`src/rtl/multi_chnnl_trig_if.sv`:
```
// Bundle between capture control / comparators and the multi-channel trigger.
// The master side drives arm/config/comparators; the slave side is the trigger unit.
interface multi_chnnl_trig_if #(
  parameter int NUM_CH = 5,
  parameter int CNT_W  = 8
);
  logic                  armed;
  logic                  trig_mode;
  logic [5*NUM_CH-1:0]   trig_cfg;
  logic [NUM_CH-1:0]     ch_hi;
  logic [NUM_CH-1:0]     ch_lo;
  logic                  triggered;
  logic                  trig_pulse;
  logic [NUM_CH-1:0]     trig_src;
  logic [CNT_W-1:0]      trig_cnt;

  modport master (
    output armed, trig_mode, trig_cfg, ch_hi, ch_lo,
    input  triggered, trig_pulse, trig_src, trig_cnt
  );

  modport slave (
    input  armed, trig_mode, trig_cfg, ch_hi, ch_lo,
    output triggered, trig_pulse, trig_src, trig_cnt
  );
endinterface

```
`src/rtl/multi_chnnl_trig.sv`:
```
// N-channel trigger: synchronised comparator edges/levels, OR/AND combine,
// armed/holdoff FSM issuing one trigger per arm cycle.
//
// state     | meaning
// ----------|------------------------------------------------------------
// IDLE      | disarmed; sticky edge flags held clear
// ARMING    | holdoff down-counter running; edges ignored
// WAIT      | sticky flags collect edges; trigger on first hit
// TRIGGERED | trigger issued; stays until armed drops
module multi_chnnl_trig #(
  parameter int NUM_CH  = 5,
  parameter int HOLDOFF = 16,
  parameter int CNT_W   = 8
) (
  input logic             clk,
  input logic             rst_n,
  multi_chnnl_trig_if.slave bus
);

  localparam int HO_W = (HOLDOFF > 1) ? $clog2(HOLDOFF) : 1;
  localparam logic [HO_W-1:0] HO_LOAD = HO_W'((HOLDOFF > 0) ? HOLDOFF - 1 : 0);

  typedef enum logic [1:0] {
    S_IDLE      = 2'd0,
    S_ARMING    = 2'd1,
    S_WAIT      = 2'd2,
    S_TRIGGERED = 2'd3
  } state_t;

  state_t              state;
  logic [HO_W-1:0]     ho_cnt;
  logic [NUM_CH-1:0]   hi_s1, hi_s2, hi_s3;
  logic [NUM_CH-1:0]   lo_s1, lo_s2, lo_s3;
  logic [NUM_CH-1:0]   pos_seen, neg_seen;
  logic [NUM_CH-1:0]   pos_edge, neg_edge;
  logic [NUM_CH-1:0]   m, en;
  logic                hit;
  logic                triggered_q;
  logic                trig_pulse_q;
  logic [NUM_CH-1:0]   trig_src_q;
  logic [CNT_W-1:0]    trig_cnt_q;

  always_ff @(posedge clk or negedge rst_n) begin
    if (!rst_n) begin
      hi_s1 <= '0;
      hi_s2 <= '0;
      hi_s3 <= '0;
      lo_s1 <= '0;
      lo_s2 <= '0;
      lo_s3 <= '0;
    end else begin
      hi_s1 <= bus.ch_hi;
      hi_s2 <= hi_s1;
      hi_s3 <= hi_s2;
      lo_s1 <= bus.ch_lo;
      lo_s2 <= lo_s1;
      lo_s3 <= lo_s2;
    end
  end

  assign pos_edge = hi_s2 & ~hi_s3;
  assign neg_edge = ~lo_s2 & lo_s3;

  // Edges seen during holdoff are discarded: flags only accumulate in WAIT.
  always_ff @(posedge clk or negedge rst_n) begin
    if (!rst_n) begin
      pos_seen <= '0;
      neg_seen <= '0;
    end else if (state == S_IDLE || state == S_ARMING) begin
      pos_seen <= '0;
      neg_seen <= '0;
    end else if (state == S_WAIT) begin
      pos_seen <= pos_seen | pos_edge;
      neg_seen <= neg_seen | neg_edge;
    end
  end

  for (genvar i = 0; i < NUM_CH; i++) begin : g_ch
    assign en[i] = |bus.trig_cfg[5*i +: 5];
    assign m[i]  = bus.trig_cfg[5*i]
                 | (bus.trig_cfg[5*i+1] & ~lo_s2[i])
                 | (bus.trig_cfg[5*i+2] &  hi_s2[i])
                 | (bus.trig_cfg[5*i+3] &  neg_seen[i])
                 | (bus.trig_cfg[5*i+4] &  pos_seen[i]);
  end

  assign hit = bus.trig_mode ? ((|en) & (&(m | ~en))) : (|(m & en));

  always_ff @(posedge clk or negedge rst_n) begin
    if (!rst_n) begin
      state        <= S_IDLE;
      ho_cnt       <= '0;
      triggered_q  <= 1'b0;
      trig_pulse_q <= 1'b0;
      trig_src_q   <= '0;
      trig_cnt_q   <= '0;
    end else begin
      trig_pulse_q <= 1'b0;
      if (!bus.armed) begin
        state       <= S_IDLE;
        triggered_q <= 1'b0;
      end else begin
        case (state)
          S_IDLE: begin
            if (HOLDOFF > 0) begin
              state  <= S_ARMING;
              ho_cnt <= HO_LOAD;
            end else begin
              state <= S_WAIT;
            end
          end
          S_ARMING: begin
            if (ho_cnt == '0) state <= S_WAIT;
            else              ho_cnt <= ho_cnt - 1'b1;
          end
          S_WAIT: begin
            if (hit) begin
              state        <= S_TRIGGERED;
              triggered_q  <= 1'b1;
              trig_pulse_q <= 1'b1;
              trig_src_q   <= m & en;
              if (trig_cnt_q != '1) trig_cnt_q <= trig_cnt_q + 1'b1;
            end
          end
          S_TRIGGERED: ;
          default: state <= S_IDLE;
        endcase
      end
    end
  end

  assign bus.triggered  = triggered_q;
  assign bus.trig_pulse = trig_pulse_q;
  assign bus.trig_src   = trig_src_q;
  assign bus.trig_cnt   = trig_cnt_q;

endmodule
```
`src/flat_wrapper.sv`:
```
// flat-port wrapper written by rule: the top's interface ports become plain ports
module multi_chnnl_trig_flat 
#(
  parameter int NUM_CH  = 5,
  parameter int HOLDOFF = 16,
  parameter int CNT_W   = 8
)
  (clk, rst_n, bus_armed, bus_trig_mode, bus_trig_cfg, bus_ch_hi, bus_ch_lo, bus_triggered, bus_trig_pulse, bus_trig_src, bus_trig_cnt);
  multi_chnnl_trig_if #(.NUM_CH(NUM_CH), .CNT_W(CNT_W)) bus_i ();
  input logic clk;
  input logic rst_n;
  input wire logic [$bits(bus_i.armed)-1:0] bus_armed;
  input wire logic [$bits(bus_i.trig_mode)-1:0] bus_trig_mode;
  input wire logic [$bits(bus_i.trig_cfg)-1:0] bus_trig_cfg;
  input wire logic [$bits(bus_i.ch_hi)-1:0] bus_ch_hi;
  input wire logic [$bits(bus_i.ch_lo)-1:0] bus_ch_lo;
  output wire logic [$bits(bus_i.triggered)-1:0] bus_triggered;
  output wire logic [$bits(bus_i.trig_pulse)-1:0] bus_trig_pulse;
  output wire logic [$bits(bus_i.trig_src)-1:0] bus_trig_src;
  output wire logic [$bits(bus_i.trig_cnt)-1:0] bus_trig_cnt;
  assign bus_i.armed = bus_armed;
  assign bus_i.trig_mode = bus_trig_mode;
  assign bus_i.trig_cfg = bus_trig_cfg;
  assign bus_i.ch_hi = bus_ch_hi;
  assign bus_i.ch_lo = bus_ch_lo;
  assign bus_triggered = bus_i.triggered;
  assign bus_trig_pulse = bus_i.trig_pulse;
  assign bus_trig_src = bus_i.trig_src;
  assign bus_trig_cnt = bus_i.trig_cnt;
  multi_chnnl_trig #(.NUM_CH(NUM_CH), .HOLDOFF(HOLDOFF), .CNT_W(CNT_W)) u_core (.clk(clk), .rst_n(rst_n), .bus(bus_i));
endmodule
```
`config.mk`:
```
export PLATFORM = sky130hd
export DESIGN_NAME = multi_chnnl_trig_flat
export DESIGN_NICKNAME = d
export VERILOG_FILES = /design/src/rtl/multi_chnnl_trig_if.sv /design/src/rtl/multi_chnnl_trig.sv /design/src/flat_wrapper.sv
export SDC_FILE = /design/constraint.sdc
export NUM_CORES = 1
export LEC_CHECK = 0
export BUFFER_PORTS_ARGS = -buffer_cell sky130_fd_sc_hd__buf_2
export CORE_MARGIN = 5
export CORE_UTILIZATION = 48
export CTS_BUF_LIST = sky130_fd_sc_hd__clkbuf_4 sky130_fd_sc_hd__clkbuf_8 sky130_fd_sc_hd__clkbuf_16
export DETAILED_ROUTE_END_ITERATION = 16
export PLACE_DENSITY_LB_ADDON = 0.25
export SYNTH_ARGS = -nofsm -noshare
export SYNTH_HDL_FRONTEND = slang
export SYNTH_SLANG_ARGS = --single-unit
```
`constraint.sdc`:
```
create_clock -name clk -period 2 [get_ports clk]
set_clock_uncertainty 0.05 [all_clocks]
set_input_delay 0.2 -clock clk [delete_from_list [all_inputs] [get_ports clk]]
set_output_delay 0.2 -clock clk [all_outputs]
set_load 0.005 [all_outputs]
```
# After elaboration in Yosys (flattened, before gate mapping)
# Cells that the tools add are included.
# word_totals
in_bits	39
output_inout_bits	15
wordCells	115
regBits	61
# op_classes
reduce_logical	18
n_bitwise	55
n_eq_ne	9
addsub	2
n_mux	17
# op_table
op	count
$reduce_or 5->1	6
$reduce_or 25->1	1
$and 1x1->1	21
$mux 5	4
$or 1x1->1	20
$and 5x5->5	3
$not 5->5	3
$or 5x5->5	3
$reduce_and 3->1	3
$add 8x1->8 const B	1
$ne 8x8->1 const B	1
$pmux 4 s2	1
$mux 1	7
$mux 2	3
$pmux 2 s3	1
$not 1->1	5
$reduce_and 5->1	1
$logic_not 4->1	1
$mux 4	1
$ne 2x1->1 const B	2
$ne 4x1->1 const B	1
$reduce_and 4->1	1
$reduce_bool 2->1	2
$sub 4x1->4 const B	1
8 further kinds	8

# Longest topological paths before layout
# Gate-level depths: netlist of run 1.
# depth
ltp_word	13
ltp_mapped	7
mapped_depth_nobuf	7

# Worst setup path after synthesis of run 1
# No wires, ideal clock.
# synth_path
path_kind	in2reg
startpoint	input bus_trig_cfg[10]
endpoint	register u_core.trig_cnt_q[7], in the netlist u_core.bus.trig_cnt[7]
path_stages	7
setup_slack_ns	-0.074
path_buffers	0
arrival_time_ns	1.897
setup_time_ns	0.128
t_required_ns	1.822
path_cell_list	or4_4 -> nor2_4 -> o221ai_2 -> a211oi_4 -> nor2_4 -> nor4_2 -> mux2_1
# synth_via
elab_chain_len	9
word_cells_on_any_way	14
cone_classes	mux: 1; bitwise: 8; reduce/logical: 5
# synth_lines
element	line_no	text
from (decl)	flat_wrapper.sv:14	input wire logic [$bits(bus_i.trig_cfg)-1:0] bus_trig_cfg;
$or 1x1->1	multi_chnnl_trig.sv:81	| (bus.trig_cfg[5*i+1] & ~lo_s2[i])
$or 1x1->1	multi_chnnl_trig.sv:82	| (bus.trig_cfg[5*i+2] & hi_s2[i])
$or 1x1->1	multi_chnnl_trig.sv:83	| (bus.trig_cfg[5*i+3] & neg_seen[i])
$or 1x1->1	multi_chnnl_trig.sv:84	| (bus.trig_cfg[5*i+4] & pos_seen[i]);
$or 5x5->5	multi_chnnl_trig.sv:87	assign hit = bus.trig_mode ? ((|en) & (&(m | ~en))) : (|(m & en));
$reduce_and 5->1	multi_chnnl_trig.sv:87	
$and 1x1->1	multi_chnnl_trig.sv:87	
$mux 1 (*)	multi_chnnl_trig.sv:87	
$reduce_and 4->1 (no line) (*)	--	
to (signal assigned)	multi_chnnl_trig.sv:122	if (trig_cnt_q != '1) trig_cnt_q <= trig_cnt_q + 1'b1;
to (decl)	multi_chnnl_trig.sv:41	logic [CNT_W-1:0] trig_cnt_q;
# Every way passes the cells marked *; elsewhere a longest branch is shown, timed or not.
# A chain may end at the register's enable or synchronous reset.

# Worst setup path after layout of run 1
# layout_path
startpoint	register u_core.neg_seen[1]
endpoint	register u_core.trig_cnt_q[2], in the netlist u_core.bus.trig_cnt[2]
# layout_via
elab_chain_len	8
word_cells_on_any_way	10
cone_classes	mux: 1; bitwise: 6; reduce/logical: 3
# layout_lines
element	line_no	text
from (decl)	multi_chnnl_trig.sv:34	logic [NUM_CH-1:0] pos_seen, neg_seen;
from (signal assigned)	multi_chnnl_trig.sv:74	neg_seen <= neg_seen | neg_edge;
$and 1x1->1 (*)	multi_chnnl_trig.sv:83	
$or 1x1->1 (*)	multi_chnnl_trig.sv:83	
$or 1x1->1 (*)	multi_chnnl_trig.sv:84	
$or 5x5->5	multi_chnnl_trig.sv:87	
$reduce_and 5->1	multi_chnnl_trig.sv:87	
$and 1x1->1	multi_chnnl_trig.sv:87	
$mux 1 (*)	multi_chnnl_trig.sv:87	
$reduce_and 4->1 (no line) (*)	--	
# Marked as above.

==> run_summary.xml, run 1 <==
<?xml version="1.0" encoding="UTF-8"?>
<metrics>
  <group name="synthesis">
    <metric name="post-synth-top-area-cell" unit="">dfrtp_1</metric>
    <metric name="synth_warnings" unit="">0</metric>
    <metric name="ys_top_cells_by_area" unit="">dfrtp_1 61%, nor2_1 4.5%, ha_1 3.0%</metric>
    <metric name="mappedNetlistNets" unit="">250</metric>
    <metric name="average_instance_area_after_synthesis" unit="um2">12.3</metric>
    <metric name="synth_largest_type_area_fraction" unit="%">60.8</metric>
    <metric name="synth.yosys.seq_area_share" unit="%">60.8</metric>
    <metric name="postSynthCellCount" unit="">205</metric>
    <metric name="synth_edf_count" unit="">0</metric>
    <metric name="asyncSetResetFlopFracSynth" unit="%">100</metric>
    <metric name="post_synth_instance_area" unit="um2">2510</metric>
    <metric name="synth-xor-area-share" unit="%">2.09</metric>
    <metric name="postSynthRegisterBits" unit="">61</metric>
    <metric name="fraction_of_the_mapped_netlist_area_in_compound_gates" unit="%">9.76</metric>
    <metric name="combinational_family_with_the_most_area_after_synthesis" unit="">simple AND/OR/NAND/NOR gates</metric>
    <metric name="synth_flop_cell" unit="">dfrtp_1</metric>
    <metric name="synth_fa_ha_area_share" unit="%">2.99</metric>
    <metric name="yosys-top-cells-count" unit="">61 x dfrtp_1, 30 x nor2_1, 11 x a21oi_1</metric>
    <metric name="synth_most_common_cell" unit="">dfrtp_1</metric>
    <metric name="yosys.cell_types.count" unit="">44</metric>
    <metric name="synth.mux.area_fraction" unit="%">3.88</metric>
    <metric name="post_synth_and_or_nand_nor_area_fraction" unit="%">18.9</metric>
  </group>
  <group name="floorplanning">
    <metric name="die_x" unit="um">82.3</metric>
    <metric name="die-area" unit="um2">6780</metric>
    <metric name="core.rowCount" unit="">26</metric>
    <metric name="placeableCoreArea" unit="um2">5110</metric>
    <metric name="initial_core_util" unit="%">49.2</metric>
    <metric name="io_pins" unit="">54</metric>
    <metric name="dieHeight" unit="um">82.3</metric>
  </group>
  <group name="routing">
    <metric name="route.layer.met1.wl" unit="um">2360</metric>
    <metric name="wl" unit="um">5410</metric>
    <metric name="topRoutingLayerUsed" unit="">met4</metric>
    <metric name="ant_nets" unit="">0</metric>
    <metric name="drt-wirelength-per-cell" unit="um">14.2</metric>
    <metric name="drt-pass1-iter-count" unit="">4</metric>
    <metric name="met2RoutedLength" unit="um">2710</metric>
    <metric name="route.detailed.drc" unit="">0</metric>
    <metric name="dr.first_iter.drc_count" unit="">53</metric>
    <metric name="via_count" unit="">1914</metric>
    <metric name="ratio_of_routed_vias_to_standard_cells" unit="">5.04</metric>
    <metric name="route.met3.wl" unit="um">284</metric>
  </group>
  <group name="sta">
    <metric name="rsz0062_at_grt" unit="">yes</metric>
    <metric name="timing_max_transition_violations_final" unit="">0</metric>
    <metric name="setup-violations-final" unit="">16</metric>
    <metric name="final.hold.worst_slack" unit="ps">190</metric>
    <metric name="finalHoldViolations" unit="">0</metric>
    <metric name="fin_crit" unit="ps">2110</metric>
    <metric name="final.period_utilization" unit="%">105</metric>
    <metric name="final_critical_path_setup_slack" unit="ps">-106</metric>
    <metric name="max_freq" unit="GHz">0.475</metric>
    <metric name="worst_pin_slew" unit="ps">449</metric>
    <metric name="slew-limit-headroom" unit="%">70.1</metric>
  </group>
  <group name="pwr">
    <metric name="vdd_drop_max" unit="V">0.000654</metric>
    <metric name="p_leak" unit="nW">1.63</metric>
    <metric name="total_power" unit="mW">3.59</metric>
    <metric name="power_per_cell_area" unit="nW/um2">1040</metric>
  </group>
  <group name="clock_network">
    <metric name="clock_insertion_delay_at_the_later_pin_of_the_skew_report" unit="ps">330</metric>
    <metric name="htree_levels" unit="">3</metric>
    <metric name="tritoncts" unit="">yes</metric>
    <metric name="tritoncts.num_buffers" unit="">9</metric>
    <metric name="cts.reportedPaths.clkPinSlew" unit="ps">60</metric>
    <metric name="cts_root_buf" unit="">clkbuf_8</metric>
    <metric name="num_clock_sinks" unit="">61</metric>
    <metric name="clockBufferDepth" unit="">2</metric>
  </group>
  <group name="worst_setup_path">
    <metric name="r2r-start" unit="">u_core.neg_seen[1]</metric>
    <metric name="cp.arrival" unit="ps">2250</metric>
    <metric name="cpMostUsedCell" unit="">nor2_2</metric>
    <metric name="path_class" unit="">flop to flop</metric>
    <metric name="setup.worst_path.start" unit="">u_core.neg_seen[1]</metric>
    <metric name="critical_path.cell_chain" unit="">a222oi_1, nand3b_1, nor2_2, a31oi_4, buf_4, nor2_2, nor4b_2, xor2_1</metric>
    <metric name="critPathMaxStageDelay" unit="ps">390</metric>
    <metric name="setup.worst_path.end_class" unit="">flop</metric>
    <metric name="critical_path.max_fanout" unit="">4</metric>
    <metric name="startpoint_type" unit="">flop</metric>
    <metric name="cp_max_delay_cell" unit="">dfrtp_1</metric>
    <metric name="required_time_at_the_endpoint_of_the_critical_path" unit="ps">2150</metric>
  </group>
  <group name="global_route">
    <metric name="antenna_violations_before_repair" unit="">0</metric>
    <metric name="track_usage" unit="%">17.7</metric>
    <metric name="globalRoute.totalOverflow" unit="">0</metric>
    <metric name="first_global_vias" unit="">1971</metric>
    <metric name="grt_max_degree" unit="">62</metric>
    <metric name="grt_pass1_wl" unit="um">8910</metric>
  </group>
  <group name="final_layout">
    <metric name="nNetsFinal" unit="">351</metric>
    <metric name="drive_gt1_share" unit="%">39.0</metric>
    <metric name="area_growth" unit="%">36.9</metric>
    <metric name="post_layout_nonfiller_instances" unit="">380</metric>
    <metric name="diodes" unit="">0</metric>
    <metric name="fin_util" unit="%">67.3</metric>
    <metric name="final_cell_area" unit="um2">3440</metric>
  </group>
  <group name="run">
    <metric name="count_of_max_cap_constraint_violations" unit="">0</metric>
  </group>
  <group name="place">
    <metric name="dp_cells" unit="">343</metric>
    <metric name="numPortBuffers" unit="">53</metric>
    <metric name="detailed_place.area" unit="um2">3000</metric>
    <metric name="gp_congestion" unit="">0.799</metric>
    <metric name="dp_hpwl" unit="um">3740</metric>
  </group>
  <group name="worst_hold_path">
    <metric name="worstHoldPathType" unit="">primary input to flop</metric>
    <metric name="hold_path.startpoint" unit="">bus_armed</metric>
  </group>
  <group name="run_status">
    <metric name="outcome" unit="">complete, but fails checks</metric>
    <metric name="violations_in_the_final_reports" unit="">negative setup slack</metric>
  </group>
</metrics>
-- per-layer routing --
metal  vias up  track usage [%]
li1        935                -
met1       927             22.8
met2        45             27.6
met3         7             3.36
met4         0             10.6
met5         -                0
-- area by class of cell --
cell class | instances | area (um2)
clock buffers | 11 | 151
fillers | 393 | 1670
multi-input cells | 134 | 991
inverters | 8 | 30.0
flip-flops and latches | 61 | 1530
repair buffers | 92 | 606
well taps | 70 | 87.6
clock inverters | 4 | 47.5
-- per-stage QoR --
stage	TNS [ps]	setup slack, ps
floorplan	-159	-32.7
global placement	-2160	-189
detailed placement	-2510	-219
CTS	-559	-82.1
global route	-2450	-192
finish	-1130	-106
-- worst max-delay path: cells and delay by family (launching register included) --
kind / cells / cell delay [ps]
compound gates: 2 / 460
xor+xnor: 1 / 160
buf+inv: 1 / 170
flops: 1 / 390
simple gates: 4 / 730
-- timing repair --
item	4_1_cts	5_1_grt
endpoints found under the setup margin	16	16
cloned	1	0
hold buffers	11	0
buffers inserted	7	3
resized for setup	6	4
hold endpoints to repair	71	0
pin swaps	12	2
-- state kept, by name, indices dropped and copies added (netlist names) --
| register | cells |
|---|---|
| u_core.state | 2 |
| u_core.bus.trig_cnt | 8 |
| u_core.bus.trig_src | 5 |
| u_core.lo_s2 | 5 |
| u_core.hi_s2 | 5 |
| u_core.ho_cnt | 4 |
| u_core.pos_seen | 5 |
| u_core.hi_s1 | 5 |
| u_core.lo_s1 | 5 |
| u_core.bus.triggered | 1 |
| u_core.lo_s3 | 5 |
| u_core.neg_seen | 5 |
| u_core.bus.trig_pulse | 1 |
| u_core.hi_s3 | 5 |
-- cells by family (layout without fill, tap and decap cells) --
family,after synthesis,after routing
buf+inv,11,115
fa+ha+maj,6,6
mux,9,9
compound gates,32,32
simple gates,80,81
xor+xnor,6,6
flops,61,61
-- power breakdown --
group          total [mW]  internal [mW]  switching [mW]  leakage [nW]
Sequential           1.62           1.46           0.165         0.741
Combinational       0.886          0.442           0.444         0.787
Clock                1.08          0.631           0.449         0.101
Total                3.59           2.53            1.06          1.63
-- cell usage in the layout, fill, tap and decap left out, types with 4 or more instances in the layout --
| master | n |
|---|---|
| ha_1 | 6 |
| nor2_1 | 29 |
| dlygate4sd3_1 | 11 |
| a21oi_1 | 11 |
| nor3b_1 | 5 |
| nor2_4 | 4 |
| dfrtp_1 | 61 |
| clkbuf_8 | 11 |
| nor4_1 | 5 |
| buf_2 | 53 |
| nand3_1 | 5 |
| buf_4 | 25 |
| xor2_1 | 6 |
| nand2_1 | 7 |
| inv_1 | 8 |
-- path summary, 6_finish.rpt --
kind,endpoint,slack [ps],cells past startpoint
hold reg to reg,u_core.lo_s2[0],290,0
min in group asynchronous,u_core.lo_s1[4],350,3
setup reg to reg,u_core.bus.trig_cnt[2],-110,8
max in group asynchronous,u_core.neg_seen[0],1290,3
setup / recovery,u_core.bus.trig_cnt[2],-110,8
hold / removal,u_core.state[1],190,2
No activity file was read; power rests on OpenSTA's default activity.
==> run 2, diff against run 1 <==
==> constraint.sdc (replaced) <==
create_clock -name clk -period 2 [get_ports clk]
set_clock_uncertainty 0.05 [all_clocks]
set_input_delay 0.4 -clock clk [delete_from_list [all_inputs] [get_ports clk]]
set_output_delay 0.4 -clock clk [all_outputs]
set_load 0.005 [all_outputs]
==> run 2 against run 1 <==
- the run still ends with negative setup slack left
- hold slack lost 170 ps
- core utilization shrank 2.0 points
- power shrank 2.2%
- non-clock buffer count shrank 14
- clock-buffer cell count shrank 1
- clock power shrank 6%
- register-to-register slack gained 40 ps
- sequential share of layout area grew 1.3 points
- via count shrank 3.3%
- final cell count shrank 3.9%
- largest power group unchanged
==> run_summary.xml, run 2 (synthesized netlist as in run 1, its figures left out) <==
<?xml version="1.0" encoding="UTF-8"?>
<metrics>
  <group name="run_status">
    <metric name="outcome" unit="">complete, but fails checks</metric>
    <metric name="violations_in_the_final_reports" unit="">negative setup slack</metric>
  </group>
  <group name="floorplanning">
    <metric name="placeableCoreArea" unit="um2">5110</metric>
    <metric name="die-area" unit="um2">6780</metric>
    <metric name="io_pins" unit="">54</metric>
    <metric name="initial_core_util" unit="%">49.2</metric>
    <metric name="core.rowCount" unit="">26</metric>
    <metric name="die_x" unit="um">82.3</metric>
    <metric name="dieHeight" unit="um">82.3</metric>
  </group>
  <group name="sta">
    <metric name="timing.setup.tns" unit="ps">-634</metric>
    <metric name="final_critical_path_setup_slack" unit="ps">-79.3</metric>
    <metric name="timing_max_transition_violations_final" unit="">0</metric>
    <metric name="final.period_utilization" unit="%">104</metric>
    <metric name="rsz0062_at_grt" unit="">yes</metric>
    <metric name="fin_crit" unit="ps">2080</metric>
    <metric name="slew-limit-headroom" unit="%">59.2</metric>
    <metric name="finalHoldViolations" unit="">0</metric>
    <metric name="worst_pin_slew" unit="ps">611</metric>
    <metric name="max_freq" unit="GHz">0.481</metric>
    <metric name="setup-violations-final" unit="">14</metric>
  </group>
  <group name="clock_network">
    <metric name="num_clock_sinks" unit="">61</metric>
    <metric name="cts_root_buf" unit="">clkbuf_8</metric>
    <metric name="clock_insertion_delay_at_the_later_pin_of_the_skew_report" unit="ps">330</metric>
    <metric name="cts.reportedPaths.clkPinSlew" unit="ps">70</metric>
    <metric name="htree_levels" unit="">3</metric>
    <metric name="tritoncts" unit="">yes</metric>
    <metric name="tritoncts.num_buffers" unit="">9</metric>
    <metric name="holdBufCountCts" unit="">0</metric>
    <metric name="clockBufferDepth" unit="">2</metric>
  </group>
  <group name="global_route">
    <metric name="first_global_vias" unit="">1908</metric>
    <metric name="globalRoute.totalOverflow" unit="">0</metric>
    <metric name="grt_max_degree" unit="">62</metric>
    <metric name="antenna_violations_before_repair" unit="">0</metric>
    <metric name="grt_pass1_wl" unit="um">8580</metric>
    <metric name="track_usage" unit="%">17.0</metric>
  </group>
  <group name="worst_setup_path">
    <metric name="cpMostUsedCell" unit="">nor2_4</metric>
    <metric name="critical_path_buf_inv_count" unit="">2</metric>
    <metric name="cp.arrival" unit="ps">2240</metric>
    <metric name="critical_path.max_fanout" unit="">7</metric>
    <metric name="cp_max_delay_cell" unit="">or4_4</metric>
    <metric name="required_time_at_the_endpoint_of_the_critical_path" unit="ps">2160</metric>
    <metric name="path_class" unit="">primary input to flop</metric>
    <metric name="critical_path.cell_chain" unit="">buf_6, or4_4, nor2_4, o22ai_4, a211oi_4, nor2_4, buf_12, nor2_4, mux2_2</metric>
    <metric name="startpoint_type" unit="">primary input</metric>
    <metric name="setup.worst_path.end_class" unit="">flop</metric>
    <metric name="r2r_setup_slack" unit="ps">-70</metric>
    <metric name="family_with_the_most_delay_on_the_worst_path" unit="">simple AND/OR/NAND/NOR gates</metric>
    <metric name="critPathMaxStageDelay" unit="ps">530</metric>
  </group>
  <group name="routing">
    <metric name="route.detailed.drc" unit="">0</metric>
    <metric name="via_count" unit="">1850</metric>
    <metric name="wl" unit="um">5080</metric>
    <metric name="ant_nets" unit="">0</metric>
    <metric name="dr.first_iter.drc_count" unit="">88</metric>
    <metric name="drt-wirelength-per-cell" unit="um">13.9</metric>
    <metric name="drt-pass1-iter-count" unit="">4</metric>
    <metric name="ratio_of_routed_vias_to_standard_cells" unit="">5.07</metric>
  </group>
  <group name="pwr">
    <metric name="pwr-share-clk" unit="%">28.9</metric>
    <metric name="share_seq_of_total_power" unit="%">46.1</metric>
    <metric name="comb_power_share" unit="%">25.0</metric>
    <metric name="power_per_cell_area" unit="nW/um2">1050</metric>
    <metric name="cell_internal_pwr" unit="mW">2.47</metric>
    <metric name="total_power" unit="mW">3.51</metric>
    <metric name="switching_share_of_total_power" unit="%">29.7</metric>
    <metric name="vdd_drop_max" unit="V">0.000665</metric>
    <metric name="total_switching_power" unit="mW">1.04</metric>
    <metric name="p_leak" unit="nW">1.57</metric>
  </group>
  <group name="final_layout">
    <metric name="fillCellCount" unit="">393</metric>
    <metric name="nNetsFinal" unit="">336</metric>
    <metric name="diodes" unit="">0</metric>
    <metric name="most_used_cells_in_the_layout_excluding_fill_and_tap_cells" unit="">61 x dfrtp_1, 51 x buf_2, 30 x nor2_1</metric>
    <metric name="drive_gt1_share" unit="%">40.0</metric>
    <metric name="area_growth" unit="%">32.9</metric>
    <metric name="fin_util" unit="%">65.4</metric>
    <metric name="layout_commonest_cell" unit="">dfrtp_1</metric>
    <metric name="largest_reg_flops" unit="">8</metric>
  </group>
  <group name="place">
    <metric name="gp_congestion" unit="">0.833</metric>
    <metric name="dp_hpwl" unit="um">3560</metric>
    <metric name="numPortBuffers" unit="">53</metric>
  </group>
  <group name="run">
    <metric name="count_of_max_cap_constraint_violations" unit="">0</metric>
  </group>
  <group name="worst_hold_path">
    <metric name="worstHoldPathType" unit="">primary input to asynchronous set/reset pin</metric>
  </group>
</metrics>
==> run 2: changes by cell type in the layout (fill, tap and decap cells not counted), sizes merged <==
| cell | previous run | this run |
|---|---|---|
| clkinv | 2 | 3 |
| clkbuf | 11 | 10 |
| buf | 81 | 78 |
| nor2 | 35 | 34 |
| dlygate4sd3 | 11 | 0 |
==> run 2: final timing paths <==
path,start,end,cells past startpoint
min in group clk,bus_ch_lo[2],u_core.lo_s1[2],1
min,rst_n,u_core.hi_s3[2],2
max,bus_trig_cfg[20],u_core.bus.trig_src[4],9
min reg2reg,u_core.hi_s1[0],u_core.hi_s2[0],0
max in group asynchronous,rst_n,u_core.bus.trig_cnt[1],2
max reg2reg,u_core.hi_s2[4],u_core.bus.trig_cnt[1],8
==> run 2: layout make-up <==
| type | instances | area, um2 | area share [%] |
|---|---|---|---|
| clock buffer | 10 | 131 | 3.94 |
| clock inverter | 5 | 52.6 | 1.57 |
| sequential | 61 | 1530 | 45.7 |
| timing repair buffer | 78 | 502 | 15.0 |
| multi-input combinational | 133 | 1010 | 30.2 |
| tap | 70 | 87.6 | 2.62 |
| inverter | 8 | 30.0 | 0.900 |
==> run 2: worst reg2reg max path, cell delays in order, from the launching register on <==
cell and delay [ps]:
dfrtp_1 390, a222oi_1 320, nand3b_1 220, nor2_1 180
a31oi_2 150, nor2_4 150, buf_12 140, nor3_4 50
mux2_4 310
==> run 2: power groups by stage <==
stage / Sequential (mW) / Combinational [mW] / Clock (mW)
floorplan: 1.61 / 0.477 / 0
global placement: 1.63 / 0.794 / 0
detailed placement: 1.64 / 0.816 / 0
CTS: 1.61 / 0.888 / 1.04
global route: 1.65 / 0.990 / 1.10
finish: 1.62 / 0.879 / 1.01
==> run 2: through the flow <==
step                setup slack, ps  cells  hold WS, ps  area (um2)
finish                        -79.3    365         16.2        3340
detailed placement             -423    346          285        3020
global placement               -375    346          281        3020
floorplan                      -232    205         54.4        2510
global route                   -234    365         43.4        3340
CTS                           -67.2    365         20.7        3330
==> run 2: repair_timing <==
action                                  4_1_cts  5_1_grt
resized for setup                            13        3
gates cloned                                  0        0
setup buffers                                 4        0
pin swaps                                    11        1
endpoints found under the setup margin       16       16
==> run 2: metal layers <==
| metal | part of all wire [%] | wire, um | vias up | global-route usage, % |
|---|---|---|---|---|
| li1 | - | - | 900 | - |
| met1 | 45 | 2270 | 893 | 22.3 |
| met2 | 48 | 2420 | 47 | 26.4 |
| met3 | 5.4 | 275 | 10 | 3.69 |
| met4 | 2.3 | 118 | 0 | 9.14 |
| met5 | 0 | 0 | - | 0 |
==> run 3, diff against run 2 <==
- ABC_AREA: not set -> 1
- CORE_UTILIZATION: 48 -> 49
==> run 3 against run 2 <==
- the flow now finishes without violations
- sequential share of layout area is 1.9 points higher
- sequential power hardly changed
- final area is 4.0% lower
- register-to-register slack better by 250 ps
- hold slack worse by 12 ps
- global-route usage is 0.86 points lower
- core utilization is 3.4 points lower
- combinational power is 3.3% lower
- clock power is 16% higher
- power is 3.4% higher
- clock-buffer cell count is 1 lower
==> run_summary.xml, run 3 <==
<?xml version="1.0" encoding="UTF-8"?>
<metrics>
  <group name="floorplanning">
    <metric name="initial_core_util" unit="%">51.1</metric>
    <metric name="io_pins" unit="">54</metric>
    <metric name="dieHeight" unit="um">83.4</metric>
    <metric name="die-area" unit="um2">6960</metric>
    <metric name="die_x" unit="um">83.4</metric>
    <metric name="placeableCoreArea" unit="um2">5170</metric>
    <metric name="core.rowCount" unit="">26</metric>
  </group>
  <group name="sta">
    <metric name="max_freq" unit="GHz">0.548</metric>
    <metric name="rsz0062_at_grt" unit="">no</metric>
    <metric name="timing_max_transition_violations_final" unit="">0</metric>
    <metric name="worst_pin_slew" unit="ps">773</metric>
    <metric name="timing.setup.tns" unit="ps">0</metric>
    <metric name="finalHoldViolations" unit="">0</metric>
    <metric name="setup-violations-final" unit="">0</metric>
    <metric name="slew-limit-headroom" unit="%">48.3</metric>
    <metric name="final.period_utilization" unit="%">91.2</metric>
    <metric name="fin_crit" unit="ps">1820</metric>
  </group>
  <group name="place">
    <metric name="gp_congestion" unit="">0.797</metric>
    <metric name="dp_cells" unit="">397</metric>
    <metric name="dp_hpwl" unit="um">3650</metric>
    <metric name="numPortBuffers" unit="">53</metric>
    <metric name="detailed_place.area" unit="um2">2990</metric>
  </group>
  <group name="routing">
    <metric name="drt-pass1-iter-count" unit="">4</metric>
    <metric name="wl" unit="um">5080</metric>
    <metric name="via_count" unit="">1951</metric>
    <metric name="route.detailed.drc" unit="">0</metric>
    <metric name="drt-wirelength-per-cell" unit="um">12.3</metric>
    <metric name="ant_nets" unit="">0</metric>
    <metric name="ratio_of_routed_vias_to_standard_cells" unit="">4.74</metric>
    <metric name="dr.first_iter.drc_count" unit="">102</metric>
  </group>
  <group name="global_route">
    <metric name="grt_pass1_wl" unit="um">8830</metric>
    <metric name="track_usage" unit="%">16.2</metric>
    <metric name="grt_max_degree" unit="">62</metric>
    <metric name="globalRoute.totalOverflow" unit="">0</metric>
    <metric name="antenna_violations_before_repair" unit="">0</metric>
    <metric name="first_global_vias" unit="">1953</metric>
  </group>
  <group name="pwr">
    <metric name="power_per_cell_area" unit="nW/um2">1130</metric>
    <metric name="vdd_drop_max" unit="V">0.000592</metric>
    <metric name="p_leak" unit="nW">1.62</metric>
  </group>
  <group name="synthesis">
    <metric name="synth_most_common_cell" unit="">dfrtp_1</metric>
    <metric name="yosys-top-cells-count" unit="">61 x dfrtp_1, 51 x nand2_1, 40 x inv_1</metric>
    <metric name="mappedNetlistNets" unit="">319</metric>
    <metric name="postSynthCellCount" unit="">274</metric>
    <metric name="average_instance_area_after_synthesis" unit="um2">9.64</metric>
    <metric name="synth_largest_type_area_fraction" unit="%">57.8</metric>
    <metric name="yosys.cell_types.count" unit="">26</metric>
    <metric name="synth_flop_cell" unit="">dfrtp_1</metric>
    <metric name="postSynthRegisterBits" unit="">61</metric>
    <metric name="post-synth-top-area-cell" unit="">dfrtp_1</metric>
    <metric name="post_synth_instance_area" unit="um2">2640</metric>
    <metric name="ys_top_cells_by_area" unit="">dfrtp_1 58%, nand2_1 7.2%, inv_1 5.7%</metric>
    <metric name="synth_warnings" unit="">0</metric>
    <metric name="synth.yosys.seq_area_share" unit="%">57.8</metric>
    <metric name="asyncSetResetFlopFracSynth" unit="%">100</metric>
    <metric name="synth_edf_count" unit="">0</metric>
  </group>
  <group name="final_layout">
    <metric name="final_cell_area" unit="um2">3200</metric>
    <metric name="area_growth" unit="%">21.3</metric>
    <metric name="diodes" unit="">0</metric>
    <metric name="post_layout_nonfiller_instances" unit="">412</metric>
    <metric name="most_used_cells_in_the_layout_excluding_fill_and_tap_cells" unit="">61 x dfrtp_1, 53 x buf_2, 51 x nand2_1</metric>
    <metric name="largest_reg_flops" unit="">8</metric>
    <metric name="drive_gt1_share" unit="%">25.7</metric>
    <metric name="fillCellCount" unit="">455</metric>
    <metric name="nNetsFinal" unit="">383</metric>
    <metric name="layout_commonest_cell" unit="">dfrtp_1</metric>
  </group>
  <group name="worst_hold_path">
    <metric name="worstHoldPathType" unit="">primary input to asynchronous set/reset pin</metric>
  </group>
  <group name="clock_network">
    <metric name="cts.repair_timing.setup_buffer_count" unit="">0</metric>
    <metric name="tritoncts.num_buffers" unit="">9</metric>
    <metric name="cts.reportedPaths.clkPinSlew" unit="ps">70</metric>
    <metric name="post_cts_resize_count" unit="">0</metric>
    <metric name="clock_insertion_delay_at_the_later_pin_of_the_skew_report" unit="ps">330</metric>
    <metric name="holdBufCountCts" unit="">0</metric>
    <metric name="htree_levels" unit="">3</metric>
    <metric name="tritoncts" unit="">yes</metric>
    <metric name="num_clock_sinks" unit="">61</metric>
    <metric name="clockBufferDepth" unit="">2</metric>
    <metric name="cts_root_buf" unit="">clkbuf_8</metric>
  </group>
  <group name="worst_setup_path">
    <metric name="required_time_at_the_endpoint_of_the_critical_path" unit="ps">2190</metric>
    <metric name="cp.arrival" unit="ps">2020</metric>
    <metric name="startpoint_type" unit="">flop</metric>
    <metric name="path_class" unit="">flop to flop</metric>
    <metric name="critical_path.max_fanout" unit="">4</metric>
    <metric name="setup.worst_path.end_class" unit="">flop</metric>
  </group>
  <group name="run">
    <metric name="count_of_max_cap_constraint_violations" unit="">0</metric>
  </group>
  <group name="run_status">
    <metric name="outcome" unit="">finished, final reports clean</metric>
  </group>
</metrics>
## run 3: power by group
| group | switching (mW) | internal, mW | leakage (nW) | total, mW |
|---|---|---|---|---|
| sequential | 0.141 | 1.47 | 0.746 | 1.61 |
| clock | 0.476 | 0.693 | 0.101 | 1.17 |
| combinational | 0.511 | 0.339 | 0.777 | 0.850 |
## run 3: final timing paths
| check | start | to | slack [ps] | cells after the start |
|---|---|---|---|---|
| worst max-delay path | u_core.state[1] | u_core.ho_cnt[3] | 180 | 9 |
| worst min-delay path | rst_n | u_core.hi_s3[2] | 4 | 2 |
| worst max register to register | u_core.state[1] | u_core.ho_cnt[3] | 180 | 9 |
| worst min register to register | u_core.hi_s1[3] | u_core.hi_s2[3] | 300 | 0 |
| max in group asynchronous | rst_n | u_core.bus.trig_cnt[1] | 1630 | 2 |
| min in group clk | bus_ch_hi[1] | u_core.hi_s1[1] | 120 | 1 |
## run 3: final cells by class
type	count	area, um2	share of cell area [%]
Sequential cell	61	1530	47.7
Multi-Input combinational cell	170	930	29.0
Timing Repair Buffer	55	293	9.14
Inverter	41	154	4.80
Clock buffer	9	124	3.87
Clock inverter	6	88.8	2.77
Tap cell	70	87.6	2.73
## run 3: routing by layer
layer | global-route usage (%) | part of all wire [%] | up-vias
met1 | 19.1 | 44 | 917
met2 | 26.9 | 49 | 35
li1 | - | - | 994
met5 | 0 | 0 | -
met4 | 7.46 | 1.6 | 0
met3 | 5.05 | 5.2 | 5
## run 3: metrics by stage
step / total power, mW / setup WS, ps / hold slack [ps] / util [%]
after global placement: 2.46 / 259 / 281 / 57.8
after CTS: 3.68 / 167 / 7.14 / 61.9
final: 3.63 / 176 / 4.32 / 61.9
after global routing: 3.91 / 31.5 / 27.9 / 61.9
after floorplan: 2.19 / 478 / 54.4 / -
after detailed placement: 2.50 / 188 / 285 / 57.8
## run 3: critical path, cell delays in order, from the launching register on
cell and delay [ps]:
dfrtp_1 400, inv_1 80, ha_1 210, nor2_1 240, inv_1 70, a21oi_1 240, inv_1 110, nor2_1 150
a22oi_1 80, o21ai_0 100
## run 3: cells by family (layout without fill, tap and decap cells)
logic type / Yosys count / in the layout / synth area share (%)
and+or+nand+nor: 124 / 124 / 22.2
buffers and inverters: 43 / 111 / 7.01
DFF: 61 / 61 / 57.8
adders and majority gates: 6 / 6 / 2.84
AOI/OAI and AO/OA: 34 / 34 / 8.15
xor gates and xnor gates: 6 / 6 / 1.99
